### src/rtl/sgmii_pcs_pkg.sv
// Shared SGMII PCS definitions: 8b10b code-group byte values and the TX ordered-set FSM states.
// The CFG states exist only when SGMII_CFG_EN is defined.
package sgmii_pcs_pkg;

    localparam logic [7:0] K28_5 = 8'hBC;
    localparam logic [7:0] K27_7 = 8'hFB;   // /S/
    localparam logic [7:0] K29_7 = 8'hFD;   // /T/
    localparam logic [7:0] K23_7 = 8'hF7;   // /R/
    localparam logic [7:0] K30_7 = 8'hFE;   // /V/
    localparam logic [7:0] D5_6  = 8'hC5;
    localparam logic [7:0] D16_2 = 8'h50;
    localparam logic [7:0] D21_5 = 8'hB5;
    localparam logic [7:0] D2_2  = 8'h42;

    // State names the byte to be produced in the next output slot.
    typedef enum logic [3:0] {
        IDLE_K,
        IDLE_D,
        DATA,
        EOP_T,
        EOP_R,
        EOP_R2
`ifdef SGMII_CFG_EN
        ,
        CFG_K,
        CFG_D,
        CFG_LO,
        CFG_HI
`endif
    } tx_state_e;

endpackage

### src/rtl/tx_ordered_set_gen.sv
// GMII to 8b10b code-group ordered-set generator (idle, /S/ data /T/ /R/, optional /C/ sets).
// Optional SGMII configuration ordered sets are built when macro SGMII_CFG_EN is defined.
module tx_ordered_set_gen
    import sgmii_pcs_pkg::*;
#(
    parameter bit pDISP_IDLE = 1'b1
) (
    input  logic        i_Clk,
    input  logic        i_Rst,
    input  logic [7:0]  i8_TxD,
    input  logic        i_TxEn,
    input  logic        i_TxEr,
    input  logic        i_Rd,
`ifdef SGMII_CFG_EN
    input  logic        i_XmitCfg,
    input  logic [15:0] i16_CfgReg,
`endif
    output logic [7:0]  o8_Dout,
    output logic        o_Kin,
    output logic        o_Even
);

    tx_state_e   state;
    tx_state_e   state_nxt;
    logic [7:0]  dout_nxt;
    logic        kin_nxt;

`ifdef SGMII_CFG_EN
    logic [15:0] cfg_word;
    logic [15:0] cfg_word_nxt;
    logic        cfg_c2;
    logic        cfg_c2_nxt;
`endif

    always_ff @(posedge i_Clk) begin
        if (i_Rst) begin
            state   <= IDLE_D;
            o8_Dout <= K28_5;
            o_Kin   <= 1'b1;
            o_Even  <= 1'b1;
`ifdef SGMII_CFG_EN
            cfg_word <= '0;
            cfg_c2   <= 1'b0;
`endif
        end else begin
            state   <= state_nxt;
            o8_Dout <= dout_nxt;
            o_Kin   <= kin_nxt;
            o_Even  <= ~o_Even;
`ifdef SGMII_CFG_EN
            cfg_word <= cfg_word_nxt;
            cfg_c2   <= cfg_c2_nxt;
`endif
        end
    end

    // The slot being decided has parity ~o_Even; IDLE_K is only ever entered ahead of an even slot.
    always_comb begin
        state_nxt = state;
        dout_nxt  = K28_5;
        kin_nxt   = 1'b1;
`ifdef SGMII_CFG_EN
        cfg_word_nxt = cfg_word;
        cfg_c2_nxt   = cfg_c2;
`endif
        case (state)
            IDLE_K: begin
`ifdef SGMII_CFG_EN
                if (i_XmitCfg) begin
                    dout_nxt     = K28_5;
                    kin_nxt      = 1'b1;
                    cfg_word_nxt = i16_CfgReg;
                    cfg_c2_nxt   = 1'b0;
                    state_nxt    = CFG_D;
                end else
`endif
                if (i_TxEn) begin
                    dout_nxt  = K27_7;
                    kin_nxt   = 1'b1;
                    state_nxt = DATA;
                end else begin
                    dout_nxt  = K28_5;
                    kin_nxt   = 1'b1;
                    state_nxt = IDLE_D;
                end
            end
            // Frame start here is deferred to IDLE_K, dropping this preamble byte.
            IDLE_D: begin
                dout_nxt  = (pDISP_IDLE && !i_Rd) ? D5_6 : D16_2;
                kin_nxt   = 1'b0;
                state_nxt = IDLE_K;
            end
            DATA: begin
                if (i_TxEn) begin
                    dout_nxt = i_TxEr ? K30_7 : i8_TxD;
                    kin_nxt  = i_TxEr;
                end else begin
                    dout_nxt  = K29_7;
                    kin_nxt   = 1'b1;
                    state_nxt = EOP_R;
                end
            end
            // /T/ is emitted straight from DATA, so EOP_T shares the first-/R/ behaviour.
            EOP_T, EOP_R: begin
                dout_nxt  = K23_7;
                kin_nxt   = 1'b1;
                state_nxt = o_Even ? IDLE_K : EOP_R2;
            end
            EOP_R2: begin
                dout_nxt  = K23_7;
                kin_nxt   = 1'b1;
                state_nxt = IDLE_K;
            end
`ifdef SGMII_CFG_EN
            CFG_K: begin
                dout_nxt     = K28_5;
                kin_nxt      = 1'b1;
                cfg_word_nxt = i16_CfgReg;
                state_nxt    = CFG_D;
            end
            CFG_D: begin
                dout_nxt  = cfg_c2 ? D2_2 : D21_5;
                kin_nxt   = 1'b0;
                state_nxt = CFG_LO;
            end
            CFG_LO: begin
                dout_nxt  = cfg_word[7:0];
                kin_nxt   = 1'b0;
                state_nxt = CFG_HI;
            end
            CFG_HI: begin
                dout_nxt   = cfg_word[15:8];
                kin_nxt    = 1'b0;
                cfg_c2_nxt = ~cfg_c2;
                state_nxt  = i_XmitCfg ? CFG_K : IDLE_K;
            end
`endif
            default: begin
                dout_nxt  = K28_5;
                kin_nxt   = 1'b1;
                state_nxt = IDLE_K;
            end
        endcase
    end

endmodule
### config.mk
export PLATFORM = sky130hd
export DESIGN_NAME = tx_ordered_set_gen
export DESIGN_NICKNAME = d
export VERILOG_FILES = /design/src/rtl/sgmii_pcs_pkg.sv /design/src/rtl/tx_ordered_set_gen.sv
export SDC_FILE = /design/constraint.sdc
export NUM_CORES = 1
export LEC_CHECK = 0
export BUFFER_PORTS_ARGS = -buffer_cell sky130_fd_sc_hd__buf_4
export CAP_MARGIN = 20
export CORE_AREA = 2 2 39 41
export CTS_BUF_LIST = sky130_fd_sc_hd__clkbuf_4
export CTS_CLUSTER_SIZE = 25
export DETAILED_ROUTE_END_ITERATION = 16
export DIE_AREA = 0 0 41 43
export PLACE_DENSITY = 0.82
export SLEW_MARGIN = 20
export SYNTH_ARGS = -nofsm -noshare
export SYNTH_HDL_FRONTEND = slang
export SYNTH_SLANG_ARGS = --single-unit
### constraint.sdc
create_clock -name i_Clk -period 1.25 [get_ports i_Clk]
set_input_delay 0.0625 -clock i_Clk [delete_from_list [all_inputs] [get_ports i_Clk]]
set_output_delay 0.0625 -clock i_Clk [all_outputs]
set_load 0.05 [all_outputs]
* Word level (Yosys, flattened, before mapping)
Cells that the tools add are included.
Word-level totals: flip-flop bits (word level) 14, input bits 13, output and inout bits 10, word-level logic and storage cells 25
Cells by class: equal/unequal tests 6, multiplexer cells 11, bitwise gates (word level) 1, reductions and logical operators 3
Operator list (count):
- $pmux 8 s4 | 1
- $mux 8 | 3
- $pmux 4 s3 | 1
- $eq 4x2->1 const B | 2
- $eq 4x3->1 const B | 2
- $mux 7 | 1
- $eq 4x1->1 const B | 1
- $logic_not 4->1 | 1
- $mux 4 | 1
- $mux 3 | 1
- $reduce_or 3->1 | 1
- $mux 2 | 1
- $ne 2x2->1 const B | 1
- $pmux 1 s2 | 1
- $reduce_or 2->1 | 1
- $mux 1 | 1
- $not 1->1 | 1

* Logic depth before layout (Yosys ltp)
Gate-level depths: netlist of run 1.
word-level depth 3, depth in mapped cells 4, gate-level depth less buffers 3

* Least setup slack after synthesis of run 1
Ideal clock, no wire load.
kind register to register, start reg o_Even, end reg state[2], library setup time 0.127 ns, arrival time 1.065 ns, required time 1.123 ns, setup slack 0.058 ns, cell stages (with the launch flop) 4, buffers on the path 0, period minus slack after synthesis 1.192 ns, cell sequence dfxtp_1 mux2i_1 a31oi_1 nor2_1
Between the ends: cells in the longest elaborated chain, start to end 2
Ends and longest elaborated chain:
- from (decl) | line tx_ordered_set_gen.sv:20 | output logic o_Even
- from (signal assigned) | line tx_ordered_set_gen.sv:49 | o_Even <= ~o_Even;
- $mux 3 | line tx_ordered_set_gen.sv:107 | state_nxt = o_Even ? IDLE_K : EOP_R2;
- $pmux 4 s3 | line tx_ordered_set_gen.sv:66 | case (state)
- to (signal assigned) | line tx_ordered_set_gen.sv:46 | state <= state_nxt;
- to (decl) | line tx_ordered_set_gen.sv:23 | tx_state_e state;
Every way passes these cells. A chain may end at the register's enable or synchronous reset.

* Final worst setup path of run 1
start reg state[1], end reg state[0]
Between the ends: cells in the longest elaborated chain, start to end 3, elaborated cells on any way between the ends 7, those cells by class eq/ne (4); mux (1); reduce/logical (2)
Ends and longest elaborated chain (line):
- $eq 4x2->1 / $eq 4x3->1 (equally long branches) | tx_ordered_set_gen.sv:66
- $reduce_or 2->1 | tx_ordered_set_gen.sv:66
- $pmux 4 s3 | tx_ordered_set_gen.sv:66
Several ways; a longest one is shown, not always the timed one.

==> impl_metrics.env, run 1 <==
export IMPL_status="completed"
export IMPL_io_pins=23
export IMPL_min_period_ps=1130
export IMPL_path_max_fanout=12
export IMPL_die_h_um=43
export IMPL_path_cells="buf_4 -> nor3_1 -> a31oi_1 -> o21ai_1"
export IMPL_yosysWarnings=0
export IMPL_crit_arrival_ps=1280
export IMPL_cts_path_max_buffers=2
export IMPL_drt_iter0_drc=4
export IMPL_synthTopCellsByArea="dfxtp_1 (41%), and4bb_1 (5.9%), nor4b_4 (3.8%), buf_6 (3.6%), a21oi_1 (3.2%)"
export IMPL_first_global_vias=471
export IMPL_total_power_mw=1.02
export IMPL_clock_sinks=13
export IMPL_cpPeakStageDelay_ps=540
export IMPL_stdcell_count=107
export IMPL_ant_nets=0
export IMPL_syn_inst=67
export IMPL_critical_path_top_delay_family="flip-flops"
export IMPL_period_share=0.902
export IMPL_worst_r2r_cell_count=4
export IMPL_antenna_found_initial=0
export IMPL_max_freq_mhz=887
export IMPL_grt_max_degree=14
export IMPL_clk_latency_ps=270
export IMPL_dp_hpwl_um=963
export IMPL_synth_nets=80
export IMPL_crit_cells=4
export IMPL_cp_slowest_cell="dfxtp_1"
export IMPL_via_count=559
export IMPL_hold_violations=0
export IMPL_drive_gt1_frac=0.429
export IMPL_drv_cap=0
export IMPL_place_congestion=0.763
export IMPL_die_area_sq_um=1760
export IMPL_fin_tns_setup_ps=0
export IMPL_via_per_inst=5.22
export IMPL_drv_slew=0
export IMPL_diodes=0
export IMPL_slew_limit_headroom=0.765
export IMPL_mostFrequentLayoutCell="buf_4"
export IMPL_crit_buf_inv=1
export IMPL_rows=14
export IMPL_holdPathStages=3
export IMPL_hold_path_class="primary input to flop"
export IMPL_dpl_cell_count=103
export IMPL_power_leakage_nw=0.374
export IMPL_p_per_area_nw_per_um2=1220
export IMPL_critical_path_class="flop to flop"
export IMPL_cp_end_kind="flop"
export IMPL_hold_buffers=0
export IMPL_grt_pass1_wl_um=2040
export IMPL_cts_buffers=3
export IMPL_grt_overflow=0
export IMPL_finClkSkew_ps=2.61
export IMPL_drcViolationCount=0
export IMPL_rsz0062_at_grt="false"
export IMPL_cts_root_buf="clkbuf_4"
export IMPL_syn_area_sq_um=633
export IMPL_clk_pin_slew_ps=80
export IMPL_synth_ff_latch_count=13
export IMPL_drtPass1Iterations=2
export IMPL_cts_htree_levels=1
export IMPL_die_w_um=41
export IMPL_grt_total_usage=0.167
export IMPL_core_sq_um=1380
export IMPL_ir_drop_mv=0.576
export IMPL_yosys_area_top_type_share=0.411
export IMPL_syn_area_per_cell_sq_um=9.45
export IMPL_wire_per_inst_um=12.1
export IMPL_wl_um=1290
export IMPL_tritoncts="yes"
export IMPL_cp_start_kind="flop"
export IMPL_crit_required_ps=1400
export IMPL_setup_viol=0
export IMPL_port_buffers=22
export IMPL_yosysSeqAreaShare=0.411
export IMPL_yosys_area_top_type="dfxtp_1"
export IMPL_tightest_slew_ps=352
export IMPL_final_cell_mix="buf_4 (24), dfxtp_1 (11), inv_1 (5)"
export IMPL_area_growth_pct=31.8
export IMPL_synth_cell_types=32
export IMPL_initial_core_util=0.458
export IMPL_layout_nets=105
-- sequential cells by signal (all words and copies together) (netlist names) --
signal / count
state: 3
o8_Dout: 8
o_Even: 1
o_Kin: 1
-- metal layers --
layer / global-route usage / vias up / routed length [um]
met5: 0 / - / 0
met3: 0.0366 / 2 / 79
met2: 0.231 / 15 / 606
li1: - / 289 / -
met1: 0.238 / 253 / 596
met4: 0.0800 / 0 / 9
-- tightest hold or removal path, cell delays in order --
cell and delay [ps]:
buf_4 80, nand3_1 60, nand2_1 60
-- worst paths after layout --
check,startpoint,end,slack [ps]
worst max-delay path,state[1]$_SDFFE_PP0P_,state[0]$_SDFFE_PP1P_,120
worst min-delay path,i8_TxD[5],o8_Dout[5]$_SDFF_PP1_,20
worst max register to register,state[1]$_SDFFE_PP0P_,state[0]$_SDFFE_PP1P_,120
worst min register to register,o_Even$_SDFF_PP1_,o_Even$_SDFF_PP1_,460
-- cell type report --
cell class | count | area, sq um
Clock buffer | 4 | 30.0
Fill cell | 128 | 549
Inverter | 6 | 22.5
Multi-Input combinational cell | 44 | 319
Sequential cell | 13 | 263
Tap cell | 16 | 20.0
Timing Repair Buffer | 24 | 180
-- Yosys cell counts --
master,number
nor2_1,4
nand2_1,3
or2_1,1
buf_6,2
clkbuf_1,1
a31oi_1,2
inv_2,1
mux2i_1,1
and4bb_1,3
nor2b_1,1
nor3_1,2
a2bb2oi_1,1
o21a_2,1
o21ai_2,2
a21oi_1,4
nor3_2,2
buf_2,1
nand2b_1,2
nand3_1,3
o21a_1,2
a22oi_1,1
inv_1,5
o31ai_1,1
o21ai_1,1
o311ai_1,1
a21oi_2,1
nor2_2,1
dfxtp_1,13
o32ai_1,1
nor4b_4,1
and2b_1,1
o2bb2ai_1,1
-- metrics by stage --
stage	cell area [sq um]	setup slack, ps	hold slack, ps	util
2_1_floorplan	633	58.1	201	-
3_3_place_gp	802	145	299	0.580
3_5_place_dp	802	110	301	0.580
4_1_cts	832	107	13.0	0.601
5_1_grt	835	10.6	21.8	0.603
6_report	835	122	15.6	0.603
-- what timing repair did --
action | in CTS | in global routing
resized for setup | 0 | 2
hold endpoints to repair | 0 | 0
buffers inserted | 0 | 0
endpoints found under the setup margin | 0 | 3
-- cell families (layout without fill, tap and decap cells) --
group,Yosys count,in the layout,synth area share
AOI/OAI and AO/OA,19,19,0.217
muxes,1,1,0.0158
DFF,13,13,0.411
and+or+nand+nor,24,24,0.271
buffers and inverters,10,34,0.0850
-- power breakdown --
group | internal [mW] | switching, mW
registers | 0.446 | 0.0225
logic | 0.104 | 0.164
clock network | 0.145 | 0.134
total | 0.695 | 0.320
Power figures use the tool's default switching activity.
==> inputs of run 2 (changes only) <==
ABC_AREA = 1   (was unset)
CORE_AREA = unset   (was 2 2 39 41)
CORE_MARGIN = 2   (was unset)
CORE_UTILIZATION = 42   (was unset)
DIE_AREA = unset   (was 0 0 41 43)
PLACE_DENSITY = 0.79   (was 0.82)
clock period = 0.9 ns   (was 1.25 ns; I/O delays follow)
==> run 2 against run 1 <==
The flow now finishes with violations (negative hold slack, negative setup slack). Highest routed layer unchanged. Via count is 13% higher. Critical endpoint is now o8_Dout[4]$_SDFF_PP1_. Die area is 9.1% lower. Sequential share of layout area is 1.4 points lower. Largest power group unchanged.
==> impl_metrics.env, run 2 <==
export IMPL_place_congestion=0.909
export IMPL_syn_area_sq_um=546
export IMPL_drv_slew=0
export IMPL_yosysWarnings=0
export IMPL_top_register="o8_Dout"
export IMPL_first_global_vias=563
export IMPL_synth_nets=90
export IMPL_ys_top_cells_by_count="nand2_1 (20), dfxtp_1 (13), nor2_1 (13)"
export IMPL_io_pins=23
export IMPL_dp_hpwl_um=1060
export IMPL_final_area_sq_um=898
export IMPL_via_count=630
export IMPL_critical_path_class="flop to flop"
export IMPL_syn_inst=77
export IMPL_p_switching_uw=494
export IMPL_cp_start_kind="flop"
export IMPL_clk_pin_slew_ps=70
export IMPL_hold_worst_slack_ps=-32.0
export IMPL_synth_flop_cell="dfxtp_1"
export IMPL_drtPass1Iterations=4
export IMPL_yosys_area_top_type_share=0.477
export IMPL_largestRegisters="o8_Dout (8), state (3)"
export IMPL_tightest_slew_ps=187
export IMPL_synth_ff_latch_count=13
export IMPL_worst_r2r_cell_count=4
export IMPL_wire_per_inst_um=12.3
export IMPL_p_per_area_nw_per_um2=1660
export IMPL_area_growth_pct=64.7
export IMPL_port_buffers=22
export IMPL_synth_cell_types=13
export IMPL_fin_ws_ps=-87.6
export IMPL_ys_async_sr_fraction=0
export IMPL_clockPowerShare=0.260
export IMPL_mostFrequentLayoutCell="buf_4"
export IMPL_hold_path_class="primary input to flop"
export IMPL_synth_most_common_cell="nand2_1"
export IMPL_critical_path_top_delay_family="flip-flops"
export IMPL_cts_buffers=3
export IMPL_combPwrFrac=0.301
export IMPL_grt_max_degree=8
export IMPL_ir_drop_mv=1.09
export IMPL_synthTopCellsByArea="dfxtp_1 (48%), nand2_1 (14%), nor2_1 (8.9%), nand3_1 (7.3%), inv_1 (5.5%)"
export IMPL_crit_buf_inv=0
export IMPL_drive_gt1_frac=0.455
export IMPL_drv_cap=0
export IMPL_power_leakage_nw=0.428
export IMPL_clock_sinks=13
export IMPL_die_w_um=40.0
export IMPL_slew_limit_headroom=0.875
export IMPL_period_share=1.10
export IMPL_min_period_ps=988
export IMPL_seq_power_share=0.439
export IMPL_clk_latency_ps=280
export IMPL_crit_arrival_ps=1150
export IMPL_status="complete, but fails checks"
export IMPL_die_h_um=40.0
export IMPL_layout_nets=126
export IMPL_ant_nets=0
export IMPL_rows=12
export IMPL_diodes=0
export IMPL_drcViolationCount=0
export IMPL_cp_slowest_cell="dfxtp_4"
export IMPL_grt_total_usage=0.242
export IMPL_cts_htree_levels=1
export IMPL_cp_end_kind="flop"
export IMPL_p_sw_frac=0.332
export IMPL_dpl_instance_area_sq_um=762
export IMPL_initial_core_util=0.472
export IMPL_violations="negative hold slack, negative setup slack"
export IMPL_syn_area_per_cell_sq_um=7.08
export IMPL_finClkSkew_ps=1.94
export IMPL_crit_cells=4
export IMPL_core_sq_um=1160
export IMPL_via_per_inst=5.00
export IMPL_final_cell_mix="buf_4 (25), nand2_1 (18), nor2_1 (10), dfxtp_1 (9)"
export IMPL_cpPeakStageDelay_ps=380
export IMPL_crit_required_ps=1060
export IMPL_p_int_uw=994
export IMPL_synth_edf_count=0
export IMPL_hold_violations=4
export IMPL_antenna_found_initial=0
export IMPL_grt_overflow=0
export IMPL_max_freq_mhz=1010
export IMPL_drt_iter0_drc=17
export IMPL_path_cells="nand2_1 -> nand3_1 -> nor2_2 -> o211ai_1"
export IMPL_hold_buffers=2
export IMPL_rsz0062_at_grt="true"
export IMPL_wl_um=1560
export IMPL_fin_tns_setup_ps=-591
export IMPL_yosysSeqAreaShare=0.477
export IMPL_path_max_fanout=6
export IMPL_tritoncts="yes"
export IMPL_largest_reg_flops=8
export IMPL_cts_root_buf="clkbuf_4"
export IMPL_setup_viol=12
export IMPL_grt_pass1_wl_um=2440
export IMPL_holdPathStages=2
export IMPL_die_area_sq_um=1600
export IMPL_cts_path_max_buffers=2
export IMPL_yosys_area_top_type="dfxtp_1"
[run 2: routing by layer]
metal / track usage / vias to the layer above / share of wire
met5: 0 / - / 0
met4: 0.0517 / 0 / 0.0077
met3: 0.106 / 3 / 0.083
met2: 0.444 / 26 / 0.53
met1: 0.250 / 285 / 0.38
li1: - / 316 / -
[run 2: kinds of logic (layout without fill, tap and decap cells)]
kind of cell / after synthesis / count (layout) / synth area share
AO/OA/AOI/OAI: 7 / 7 / 0.0688
buffers and inverters: 9 / 43 / 0.0619
flip-flops: 13 / 13 / 0.477
AND/OR/NAND/NOR: 48 / 49 / 0.392
[run 2: area by class of cell]
cell class,count,area [sq um]
flip-flops and latches,13,270
clock buffers,4,30.0
multi-input cells,56,294
repair buffers,30,250
inverters,9,36.3
well taps,14,17.5
fillers,89,258
[run 2: path summary, 6_finish.rpt]
path,startpoint,end,slack (ps)
max,state[1]$_SDFFE_PP0P_,o8_Dout[4]$_SDFF_PP1_,-90
min,i_Rst,o8_Dout[1]$_SDFF_PP0_,-30
max reg2reg,state[1]$_SDFFE_PP0P_,o8_Dout[4]$_SDFF_PP1_,-90
min reg2reg,o_Even$_SDFF_PP1_,o_Even$_SDFF_PP1_,410
[run 2: metrics by stage]
step / util / total power [mW] / hold slack (ps) / std cells / setup slack, ps
after global placement: 0.659 / 1.05 / 258 / 117 / -109
after floorplan: - / 0.911 / 114 / 77 / -8.15
final: 0.777 / 1.49 / -32.0 / 126 / -87.6
after detailed placement: 0.659 / 1.06 / 267 / 117 / -123
after CTS: 0.774 / 1.50 / -37.8 / 126 / -60.9
after global routing: 0.777 / 1.59 / -51.2 / 126 / -167
[run 2: repair_timing]
action	4_1_cts	5_1_grt
gates cloned	1	0
pin swaps	8	4
endpoints found under the setup margin	12	13
setup buffers	2	0
hold endpoints to repair	6	4
resized for setup	19	1
[run 2: worst register-to-register path, stage by stage, from the launching register on]
cell and delay [ps]:
dfxtp_4 380, nand2_1 90, nand3_1 110, nor2_2 180
o211ai_1 110
[run 2: power by group through the flow]
stage | Combinational (mW) | Sequential, mW | Clock (mW)
5_1_grt | 0.479 | 0.659 | 0.449
6_report | 0.448 | 0.653 | 0.387
2_1_floorplan | 0.102 | 0.809 | 0
3_3_place_gp | 0.390 | 0.659 | 0
4_1_cts | 0.443 | 0.652 | 0.401
3_5_place_dp | 0.394 | 0.664 | 0
